File: config.mk
export PLATFORM = sky130hd
export DESIGN_NAME = morse_seg_scroller_flat
export DESIGN_NICKNAME = d
export VERILOG_FILES = /design/src/rtl/morse_seg_scroller_if.sv /design/src/rtl/morse_seg_scroller.sv /design/src/flat_wrapper.sv
export SDC_FILE = /design/constraint.sdc
export NUM_CORES = 1
export LEC_CHECK = 0
export CORE_MARGIN = 2
export CORE_UTILIZATION = 55
export CTS_CLUSTER_SIZE = 40
export DETAILED_ROUTE_END_ITERATION = 8
export DONT_BUFFER_PORTS = 1
export MAX_ROUTING_LAYER = met4
export PLACE_DENSITY_LB_ADDON = 0.3
export SYNTH_ARGS = -nofsm -noshare
export SYNTH_HDL_FRONTEND = slang
export SYNTH_SLANG_ARGS = --single-unit
File: constraint.sdc
create_clock -name clk -period 2.5 [get_ports clk]
set_input_delay 0.5 -clock clk [delete_from_list [all_inputs] [get_ports clk]]
set_output_delay 0.5 -clock clk [all_outputs]
set_load 0.005 [all_outputs]
File: src/rtl/morse_seg_scroller_if.sv
// Character strobes in, multiplexed seven-segment pins out,
// for the Morse decoder display path.
interface morse_seg_scroller_if #(
    parameter int DIGITS = 8
);
    logic              char_valid;
    logic [5:0]        char_code;
    logic              backspace;
    logic              clear;
    logic              blank;
    logic              blink;
    logic [7:0]        seg_out;
    logic [DIGITS-1:0] an_out;
    logic [3:0]        count;

    modport master (
        output char_valid, char_code, backspace,
        output clear, blank, blink,
        input  seg_out, an_out, count
    );

    modport slave (
        input  char_valid, char_code, backspace,
        input  clear, blank, blink,
        output seg_out, an_out, count
    );
endinterface

File: src/rtl/morse_seg_scroller.sv
// Scrolling character buffer time-multiplexed onto a
// common-anode seven-segment display, with blank and blink.
module morse_seg_scroller #(
    parameter int DIGITS    = 8,
    parameter int SCAN_DIV  = 100000,
    parameter int BLINK_DIV = 64
) (
    input logic               clk,
    input logic               rst,
    morse_seg_scroller_if.slave bus
);
    localparam int SW = $clog2(SCAN_DIV);
    localparam int IW = $clog2(DIGITS);
    localparam int BW = (BLINK_DIV > 1) ? $clog2(BLINK_DIV) : 1;

    logic [5:0]        cbuf [DIGITS];
    logic [3:0]        cnt;
    logic [SW-1:0]     sdiv;
    logic [IW-1:0]     idx;
    logic [BW-1:0]     bcnt;
    logic              bph;
    logic [7:0]        seg_q;
    logic [DIGITS-1:0] an_q;

    logic s_wrap;
    logic i_wrap;
    logic b_wrap;
    logic round_end;
    logic off;

    assign s_wrap    = (sdiv == SW'(SCAN_DIV - 1));
    assign i_wrap    = (idx == IW'(DIGITS - 1));
    assign b_wrap    = (bcnt == BW'(BLINK_DIV - 1));
    assign round_end = s_wrap && i_wrap;
    assign off       = bus.blank || (bus.blink && !bph);

    function automatic logic [7:0] glyph(input logic [5:0] c);
        case (c)
            6'h04:   glyph = 8'h08;
            6'h17:   glyph = 8'h03;
            6'h19:   glyph = 8'h46;
            6'h0B:   glyph = 8'h21;
            6'h01:   glyph = 8'h06;
            6'h11:   glyph = 8'h0E;
            6'h0D:   glyph = 8'h42;
            6'h0F:   glyph = 8'h09;
            6'h03:   glyph = 8'h70;
            6'h16:   glyph = 8'h71;
            6'h0C:   glyph = 8'h0A;
            6'h13:   glyph = 8'h47;
            6'h06:   glyph = 8'h48;
            6'h05:   glyph = 8'h2B;
            6'h0E:   glyph = 8'h23;
            6'h15:   glyph = 8'h0C;
            6'h1C:   glyph = 8'h18;
            6'h09:   glyph = 8'h4E;
            6'h07:   glyph = 8'h36;
            6'h02:   glyph = 8'h07;
            6'h08:   glyph = 8'h41;
            6'h10:   glyph = 8'h63;
            6'h0A:   glyph = 8'h01;
            6'h18:   glyph = 8'h9B;
            6'h1A:   glyph = 8'h11;
            6'h1B:   glyph = 8'h25;
            6'h23:   glyph = 8'h79;
            6'h22:   glyph = 8'h24;
            6'h21:   glyph = 8'h30;
            6'h20:   glyph = 8'h19;
            6'h1F:   glyph = 8'h12;
            6'h24:   glyph = 8'h02;
            6'h25:   glyph = 8'h58;
            6'h26:   glyph = 8'h00;
            6'h27:   glyph = 8'h10;
            6'h28:   glyph = 8'h40;
            default: glyph = 8'hFF;
        endcase
    endfunction

    // clear beats a new character, which beats backspace
    always_ff @(posedge clk or negedge rst) begin
        if (!rst) begin
            for (int i = 0; i < DIGITS; i++) cbuf[i] <= '0;
            cnt <= '0;
        end else if (bus.clear) begin
            for (int i = 0; i < DIGITS; i++) cbuf[i] <= '0;
            cnt <= '0;
        end else if (bus.char_valid) begin
            for (int i = DIGITS - 1; i > 0; i--) cbuf[i] <= cbuf[i-1];
            cbuf[0] <= bus.char_code;
            if (cnt != 4'(DIGITS)) cnt <= cnt + 4'd1;
        end else if (bus.backspace && cnt != '0) begin
            for (int i = 0; i < DIGITS - 1; i++) cbuf[i] <= cbuf[i+1];
            cbuf[DIGITS-1] <= '0;
            cnt <= cnt - 4'd1;
        end
    end

    always_ff @(posedge clk or negedge rst) begin
        if (!rst) begin
            sdiv <= '0;
            idx  <= '0;
            bcnt <= '0;
            bph  <= 1'b1;
        end else begin
            sdiv <= s_wrap ? '0 : sdiv + SW'(1);
            if (s_wrap) idx <= i_wrap ? '0 : idx + IW'(1);
            if (round_end) bcnt <= b_wrap ? '0 : bcnt + BW'(1);
            // phase held on while blink is low so it resumes at once
            if (!bus.blink) bph <= 1'b1;
            else if (round_end && b_wrap) bph <= ~bph;
        end
    end

    always_ff @(posedge clk or negedge rst) begin
        if (!rst) begin
            seg_q <= 8'hFF;
            an_q  <= '1;
        end else if (off) begin
            seg_q <= 8'hFF;
            an_q  <= '1;
        end else begin
            seg_q <= glyph(cbuf[idx]);
            an_q  <= ~(DIGITS'(1) << idx);
        end
    end

    assign bus.seg_out = seg_q;
    assign bus.an_out  = an_q;
    assign bus.count   = cnt;
endmodule

File: src/flat_wrapper.sv
// flat-port wrapper written by rule: the top's interface ports become plain ports
module morse_seg_scroller_flat 
#(
    parameter int DIGITS    = 8,
    parameter int SCAN_DIV  = 100000,
    parameter int BLINK_DIV = 64
)
  (clk, rst, bus_char_valid, bus_char_code, bus_backspace, bus_clear, bus_blank, bus_blink, bus_seg_out, bus_an_out, bus_count);
  morse_seg_scroller_if #(.DIGITS(DIGITS)) bus_i ();
  input logic clk;
  input logic rst;
  input wire logic [$bits(bus_i.char_valid)-1:0] bus_char_valid;
  input wire logic [$bits(bus_i.char_code)-1:0] bus_char_code;
  input wire logic [$bits(bus_i.backspace)-1:0] bus_backspace;
  input wire logic [$bits(bus_i.clear)-1:0] bus_clear;
  input wire logic [$bits(bus_i.blank)-1:0] bus_blank;
  input wire logic [$bits(bus_i.blink)-1:0] bus_blink;
  output wire logic [$bits(bus_i.seg_out)-1:0] bus_seg_out;
  output wire logic [$bits(bus_i.an_out)-1:0] bus_an_out;
  output wire logic [$bits(bus_i.count)-1:0] bus_count;
  assign bus_i.char_valid = bus_char_valid;
  assign bus_i.char_code = bus_char_code;
  assign bus_i.backspace = bus_backspace;
  assign bus_i.clear = bus_clear;
  assign bus_i.blank = bus_blank;
  assign bus_i.blink = bus_blink;
  assign bus_seg_out = bus_i.seg_out;
  assign bus_an_out = bus_i.an_out;
  assign bus_count = bus_i.count;
  morse_seg_scroller #(.DIGITS(DIGITS), .SCAN_DIV(SCAN_DIV), .BLINK_DIV(BLINK_DIV)) u_core (.clk(clk), .rst(rst), .bus(bus_i));
endmodule
# After elaboration in Yosys (flattened, before gate mapping)
# Memory sizes are Yosys's and may differ from the RTL's.
# Index checks and enable logic that the tools add are counted.
[word_totals]
mem_bits_rw = 0
elab_cells = 58
latchBits = 0
mem_count = 1
ff_bits = 95
romBits = 512
[classes]
n_bitwise = 3
eq_ne = 6
n_lt_le_gt_ge = 1
mul = 0
addsub = 5
muxes = 17
reduce_logical = 9
shifts = 1
div_mod_pow = 0
[mem_list]
columns = ["memory", "depth", "word_bits", "rd", "rd_ports_with_merged_regs", "wr", "line_no", "source"]
rows = [
  ["(name not given)", 64, 8, 1, 0, 0, "morse_seg_scroller.sv:38", "case (c)"],
]
[ops]
columns = ["op", "count"]
rows = [
  ["48-bit two-way mux", 3],
  ["6-bit binary-select mux with 3-bit select", 1],
  ["6-bit two-way mux", 3],
  ["17-bit by 1-bit adder with 17-bit output, second input constant", 1],
  ["17-bit == test, second input constant", 1],
  ["17-bit two-way mux", 1],
  ["4-bit two-way mux", 4],
  ["8-bit two-way mux", 2],
  ["8-bit inverter", 1],
  ["1-bit by 3-bit << shifter with 8-bit output, first input constant", 1],
  ["6-bit by 1-bit adder with 6-bit output, second input constant", 1],
  ["6-bit == test, second input constant", 1],
  ["4-bit by 1-bit adder with 4-bit output, second input constant", 1],
  ["4-bit greater-or-equal comparator, second input constant", 1],
  ["1-bit logical AND", 4],
  ["4-bit != test, second input constant", 1],
  ["3-bit inverter with 4-bit output", 1],
  ["4-bit nonzero test", 1],
  ["4-bit by 1-bit subtractor with 4-bit output, second input constant", 1],
  ["3-bit by 1-bit adder with 3-bit output, second input constant", 1],
  ["3-bit == test, second input constant", 1],
  ["3-bit two-way mux", 1],
  ["3-bit by 1-bit != test with 1-bit output, second input constant", 1],
  ["3-bit nonzero test", 1],
  ["other kinds (6)", 7],
]

# Depth between registers and ports, before layout
# Gate-level depths: netlist (run 1).
# An unclocked memory read counts as a cell.
[logic_depth]
word_depth = 6
mapped_depth = 10
depth_no_buf = 8

# Worst setup path after synthesis (run 1)
# OpenSTA, ideal clock, no wires.
[synth_timing]
kind = "reg2reg"
start = "register u_core.idx[0]"
end = "register u_core.seg_q[6], in the netlist u_core.bus.seg_out[6]"
stages_incl_launch_ff = 10
setup_ns = 0.084
n_path_buf = 1
required_time_ns = 2.416
period_less_slack_ns = 2.585
slack_ns = -0.085
t_arrival_ns = 2.501
cell_sequence = "dfrtp_1 -> buf_6 -> mux4_1 -> mux2i_4 -> inv_1 -> ha_1 -> nor3_1 -> o21bai_1 -> a21oi_1 -> a311o_1"
[synth_via]
elab_chain_len = 6
[synth_rtl]
columns = ["item", "line_no", "source"]
rows = [
  ["start: declaration", "morse_seg_scroller.sv:19", "logic [IW-1:0] idx;"],
  ["start signal: assignment", "morse_seg_scroller.sv:106", "if (s_wrap) idx <= i_wrap ? '0 : idx + IW'(1);"],
  ["3-bit inverter with 4-bit output (not written as such)", "morse_seg_scroller.sv:122", "seg_q <= glyph(cbuf[idx]);"],
  ["6-bit binary-select mux with 3-bit select", "morse_seg_scroller.sv:122", ""],
  ["6-bit two-way mux (not written as such) (2 in series)", "morse_seg_scroller.sv:122", ""],
  ["memory 64 x 8 bit", "-", ""],
  ["8-bit two-way mux", "morse_seg_scroller.sv:118", "end else if (off) begin"],
  ["end signal: assignment", "morse_seg_scroller.sv:122", ""],
  ["end: declaration", "morse_seg_scroller.sv:22", "logic [7:0] seg_q;"],
]
# Every way passes these cells. The select of a mux whose other input is x is not followed.
# A chain may end at the register's enable or synchronous reset.

# Final worst setup path (run 1)
[layout_timing]
start = "register u_core.idx[0]"
end = "register u_core.seg_q[2], in the netlist u_core.bus.seg_out[2]"
# Same word-level chain as after synthesis.

==> results.cfg, run 1 <==
[timing]
clock_skew_ps = 14.3
fin_crit_ps = 2400
tightest_slew_ps = 495
slew_headroom = 0.670
maxSlewViolCount = 0
timing.final.crit_share = 0.960
hold_viol = 78
fmax_mhz = 416
rsz0062_at_grt = yes
hold_ws_ps = -193
setup_viol = 0

[critical_path]
critPathCaptureType = flip-flop
rrSetupSlack_ps = 100
crit_start = u_core.idx[0]$_DFFE_PN0N_
critPathKind = reg2reg
crit_fanout = 6
crit_slowest_cell = mux4_2
rr_worst_depth = 8
reg2reg_from = u_core.idx[0]$_DFFE_PN0N_
cp_cell_sequence = mux4_2, mux2i_4, ha_1, inv_1, nor2_1, o311ai_1, and3_1, a31oi_1
r2r_end = u_core.bus.seg_out[2]$_DFF_PN1_
cp.arrival_ps = 2700
start_kind = flip-flop
critPathTopFamily = multiplexers
path_buf_inv = 1
required_ps = 2800
cpPeakStageDelay_ps = 570

[logic_synthesis]
postSynthAreaPerCell_um2 = 10.3
synth_top_cell_area_share = 0.353
synth_top_flop_cell = dfrtp_1
yosys.area.top_type = dfrtp_1
syn_nets = 568
syn-cell-area_um2 = 5520
syn_inst = 536
synthTopCellsByArea = dfrtp_1 35%, mux2i_1 8.2%, dfstp_2 8.1%
seq_area_frac_synth = 0.434
async_flop_share = 1.00
ys_types = 61
ys_warn_count = 0
ys_ff_latch = 95
synth_edf_count = 0

[layout]
nets = 588
area_growth_pct = 10.1
final_cell_mix = 80 x nand2_1, 76 x dfrtp_1, 46 x o31ai_1
layout_commonest_cell = nand2_1
fill_cells = 822
fin_cells = 694
drive_above_1_share = 0.182
num_antenna_cells = 0

[cts]
cts_made_buffers = 9
cts.path.max_buffers = 2
cts_root_buf = clkbuf_8
cts_tree = yes
clock_sinks = 95
clkTransAtPathRegs_ps = 90
clk_latency_ps = 380
htree_levels = 3

[floorplan]
chipHeight_um = 104
fp-row-count = 36
die_w_um = 104
initial_core_util = 0.565
ioPinCount = 33
dieArea_um2 = 10900
core_area_um2 = 9770

[routing]
antenna_left = 0
initialDrtViolationCount = 280
vias_per_cell = 6.12
vias = 4244
drc = 0
wl_per_cell_um = 17.5
drtPass1Iterations = 7
totalWireLength_um = 12100

[global_routing]
grt-ovfl-total = 0
grt.met1_usage = 0.326
met3_usage = 0.0702
grt_pass1_wl_um = 20400
use_met2 = 0.366
gr-usage-all-layers = 0.242
busiest_layer = met2
grt_pass1_vias = 4030
antenna_found_initial = 0
grt_max_degree = 96

[placement]
placed_cells = 674
gp_congestion = 0.896
port_buffers = 0
dp_hpwl_um = 8180

[power_and_ir_drop]
peakVddDrop_mv = 0.494
leakage_nw = 2.64
powerDensity_nw_per_um2 = 541
p_total_mw = 3.29

[hold_path]
hold_class = in2async

[outcome]
outcome = finished with violations
violations = negative hold slack

[run]
drv_cap = 0
## cell type report
cell class / instances / area [µm²] / share of cell area
multi-input cells: 399 / 2950 / 0.486
flip-flops and latches: 95 / 2400 / 0.395
repair buffers: 38 / 302 / 0.0496
well taps: 133 / 166 / 0.0274
clock buffers: 12 / 155 / 0.0255
clock inverters: 4 / 51.3 / 0.00844
inverters: 13 / 48.8 / 0.00803
## routing by layer
metal  part of all wire  up-vias  wire, µm
li1                   -     2016         -
met1               0.46     2088      5560
met2               0.47      128      5760
met3              0.053       12       647
met4              0.014        0       164
met5                  0        -         0
## kinds of logic (layout without fill, tap and decap cells)
group / after synthesis / count (layout) / synth area share
and+or+nand+nor: 174 / 174 / 0.146
adders and majority gates: 19 / 19 / 0.0444
AOI/OAI and AO/OA: 119 / 119 / 0.152
muxes: 64 / 65 / 0.149
buffers and inverters: 43 / 67 / 0.0394
xor gates and xnor gates: 22 / 22 / 0.0349
DFF: 95 / 95 / 0.434
## synth_stat cells (7+ instances only)
master and number:
nand3_1 17, a22o_1 7, nand2_1 80, dfrtp_1 78, nor3_1 13, ha_1 18
nor2_1 28, o21ai_0 14, xnor2_1 12, mux2i_1 45, dfstp_2 17, xor2_1 10
nand4_1 8, o31ai_1 46, a21oi_1 22, inv_1 13, clkbuf_1 19
## sequential cells by signal, indices dropped and copies added, names as in the netlist
register and count:
u_core.sdiv 17, u_core.bph 1, u_core.bus.seg_out 8, u_core.idx 3, u_core.bcnt 6, u_core.bus.count 4
u_core.bus.an_out 8, u_core.cbuf 48
## where the power goes
part / internal (mW) / switching (mW)
logic: 0.232 / 0.302
registers: 1.61 / 0.0706
clock network: 0.520 / 0.554
## worst max path at each step
| stage | slack, ps | depth (start not counted) | endpoint |
|---|---|---|---|
| after floorplan | 50 | 9 | u_core.bus.seg_out[6]$_DFF_PN1_ |
| after global placement | -3 | 7 | u_core.bus.seg_out[4]$_DFF_PN1_ |
| after detailed placement | -50 | 7 | u_core.bus.seg_out[4]$_DFF_PN1_ |
| after CTS | 30 | 7 | u_core.bus.seg_out[4]$_DFF_PN1_ |
| after global routing | -60 | 8 | u_core.bus.seg_out[1]$_DFF_PN1_ |
| final | 100 | 8 | u_core.bus.seg_out[2]$_DFF_PN1_ |
## through the flow
stage	cell area [µm²]	setup TNS (ps)	utilization	setup WS (ps)	hold slack (ps)
floorplan	5530	0	-	54.6	204
global placement	5810	-3.05	0.594	-3.05	207
detailed placement	5810	-99.6	0.594	-54.1	207
CTS	6020	0	0.616	29.1	-213
global route	6080	-107	0.622	-56.0	-234
finish	6080	0	0.622	99.0	-193
## timing repair
action                                 in CTS  in global routing
pin swaps                                   1                  2
setup endpoints to repair                   4                  7
endpoints found under the hold margin      95                 95
buffers inserted                            0                  3
resized for setup                           4                 10
gates cloned                                0                  1
No activity file was read; power rests on OpenSTA's default activity.
==> inputs of run 2 (changes only) <==
Settings changed: SLEW_MARGIN set to 15.
==> results of run 2 <==
Same layout as run 1: the final DEF is identical, and so are final timing and power.
==> inputs of run 3 (changes only) <==
Settings changed: ABC_AREA set to 1, CORE_MARGIN 2 to 5.
==> run 3 against run 2 <==
Compared with the run above: the flow still finishes with violations (negative hold slack); critical endpoint is now u_core.bus.seg_out[3]$_DFF_PN1_; maximum frequency grew 9.8%; count of clock-buffer cells in the layout down 2; final cell count up 26%; non-clock buffer count fell by 29; sequential cell count is the same; sequential power barely moved; via count up 14%; global-route usage fell by 2.5 points.
==> results.cfg, run 3 <==
[outcome]
outcome = finished with violations
violations = negative hold slack

[logic_synthesis]
ys_types = 41
synth.most_common_cell = nand2_1
ys_ff_latch = 95
synth_edf_count = 0
seq_area_frac_synth = 0.424
syn_nets = 781
synthTopCellsByArea = dfrtp_1 34%, nand2_1 14%, dfstp_2 7.9%
yosys.area.top_type = dfrtp_1
postSynthAreaPerCell_um2 = 7.56
syn-cell-area_um2 = 5660
synth_top_cell_area_share = 0.345
syn_inst = 749
ys_warn_count = 0
synth_top_flop_cell = dfrtp_1
async_flop_share = 1.00
synth_common_cells = 204 x nand2_1, 95 x inv_1, 78 x dfrtp_1

[layout]
area_growth_pct = 4.55
largest-register = u_core.cbuf
largest_reg_flops = 48
drive_above_1_share = 0.103
nets = 768
multi_input_area_um2 = 2680
fill_cells = 958
final_cell_mix = 204 x nand2_1, 94 x inv_1, 78 x dfrtp_1
num_antenna_cells = 0
top_regs = u_core.cbuf x48, u_core.sdiv x17
regArea_um2 = 2400
layout_commonest_cell = nand2_1

[cts]
cts_root_buf = clkbuf_8
htree_levels = 3
clock_sinks = 95
cts_made_buffers = 9
cts.path.max_buffers = 2
cts_resized = 0
cts_tree = yes
cts_setup_buffers = 0
clk_latency_ps = 370
clkTransAtPathRegs_ps = 100

[routing]
vias = 4858
drtPass1Iterations = 5
wl_per_cell_um = 14.4
vias_per_cell = 5.54
totalWireLength_um = 12600
antenna_left = 0
drc = 0
initialDrtViolationCount = 374

[placement]
gp_congestion = 0.959
port_buffers = 0
dp_hpwl_um = 8550

[global_routing]
grt_pass1_wl_um = 21900
grt-ovfl-total = 0
gr-usage-all-layers = 0.217
grt_max_degree = 96
antenna_found_initial = 0
grt_pass1_vias = 4525

[run]
drv_cap = 0

[floorplan]
dieArea_um2 = 12400
core_area_um2 = 10200
fp-row-count = 37
initial_core_util = 0.556
ioPinCount = 33
chipHeight_um = 111
die_w_um = 111

[hold_path]
hold_class = in2async

[timing]
fmax_mhz = 457
setup_viol = 0
hold_ws_ps = -175
maxSlewViolCount = 0
rsz0062_at_grt = no
tightest_slew_ps = 614
slew_headroom = 0.591
fin_crit_ps = 2190
fin_setup_tns_ps = 0
timing.final.crit_share = 0.874
hold_viol = 78
clock_skew_ps = 15.8

[critical_path]
crit_fanout = 30
start_kind = flip-flop
critPathCaptureType = flip-flop
cp.arrival_ps = 2500
required_ps = 2810
critPathKind = reg2reg

[power_and_ir_drop]
powerDensity_nw_per_um2 = 559
peakVddDrop_mv = 0.483
leakage_nw = 2.72
run 3: cell types whose count changed in the layout (fill, tap and decap cells not counted), sizes merged, moves of 10 or more:
cell,before,now
inv,14,99
o31ai,46,0
mux2i,49,0
nand2,80,223
o21ai,14,73
nand3,17,74
buf,38,9
o22ai,2,43
mux4,10,0
run 3: critical path: stages, from the launching register on:
cell	delay (ps)
dfrtp_1	370
buf_4	340
nand2_1	100
nand3_1	110
nand2_1	60
nand2_1	50
nand2_1	200
ha_1	270
inv_1	70
nand3_1	130
nand3_1	120
nand3_1	100
nand2_1	80
nand2_1	50
nand2_1	60
run 3: logic make-up after synthesis:
kind of cell               count (synthesis)  share of synthesized area
adders and majority gates                 19                     0.0433
buffers and inverters                    134                      0.103
AOI/OAI and AO/OA                        140                      0.139
DFF                                       95                      0.424
and+or+nand+nor                          349                      0.273
xor gates and xnor gates                  12                     0.0186
run 3: per-stage QoR:
step / utilization / setup WS [ps] / total power, mW / std cells / cell area [µm²]
2_1_floorplan: - / 609 / 2.11 / 749 / 5660
3_3_place_gp: 0.560 / 389 / 2.20 / 861 / 5700
3_5_place_dp: 0.560 / 377 / 2.21 / 861 / 5700
4_1_cts: 0.581 / 344 / 3.35 / 877 / 5920
5_1_grt: 0.581 / 115 / 3.51 / 877 / 5920
6_report: 0.581 / 314 / 3.31 / 877 / 5920
run 3: final timing paths:
check | from | end | slack (ps) | cells past startpoint
hold / removal | rst | u_core.cbuf[21]$_DFFE_PN0P_ | -170 | 0
min in group clk | bus_blink | u_core.bph$_DFFE_PN1P_ | 330 | 2
setup / recovery | u_core.idx[0]$_DFFE_PN0N_ | u_core.bus.seg_out[3]$_DFF_PN1_ | 310 | 14
setup reg to reg | u_core.idx[0]$_DFFE_PN0N_ | u_core.bus.seg_out[3]$_DFF_PN1_ | 310 | 14
hold reg to reg | u_core.sdiv[0]$_DFF_PN0_ | u_core.sdiv[0]$_DFF_PN0_ | 470 | 1
max in group asynchronous | rst | u_core.bus.seg_out[4]$_DFF_PN1_ | 2440 | 0
run 3: cell type report:
class	instances	area share
multi-input cells	520	0.453
flip-flops and latches	95	0.405
inverters	101	0.0645
well taps	136	0.0287
clock buffers	10	0.0232
clock inverters	6	0.0142
repair buffers	9	0.0114
run 3: power breakdown:
| part | leakage, nW | total [mW] | internal, mW | switching, mW |
|---|---|---|---|---|
| clock network | 0.106 | 1.13 | 0.586 | 0.541 |
| logic | 1.37 | 0.516 | 0.172 | 0.344 |
| registers | 1.25 | 1.67 | 1.61 | 0.0552 |
run 3: layer usage:
layer,global-route usage,share of wire,wire [µm],up-vias
li1,-,-,-,2399
met1,0.294,0.46,5810,2302
met2,0.337,0.48,6030,137
met3,0.0337,0.042,530,20
met4,0.0689,0.017,214,0
met5,-,0,0,-
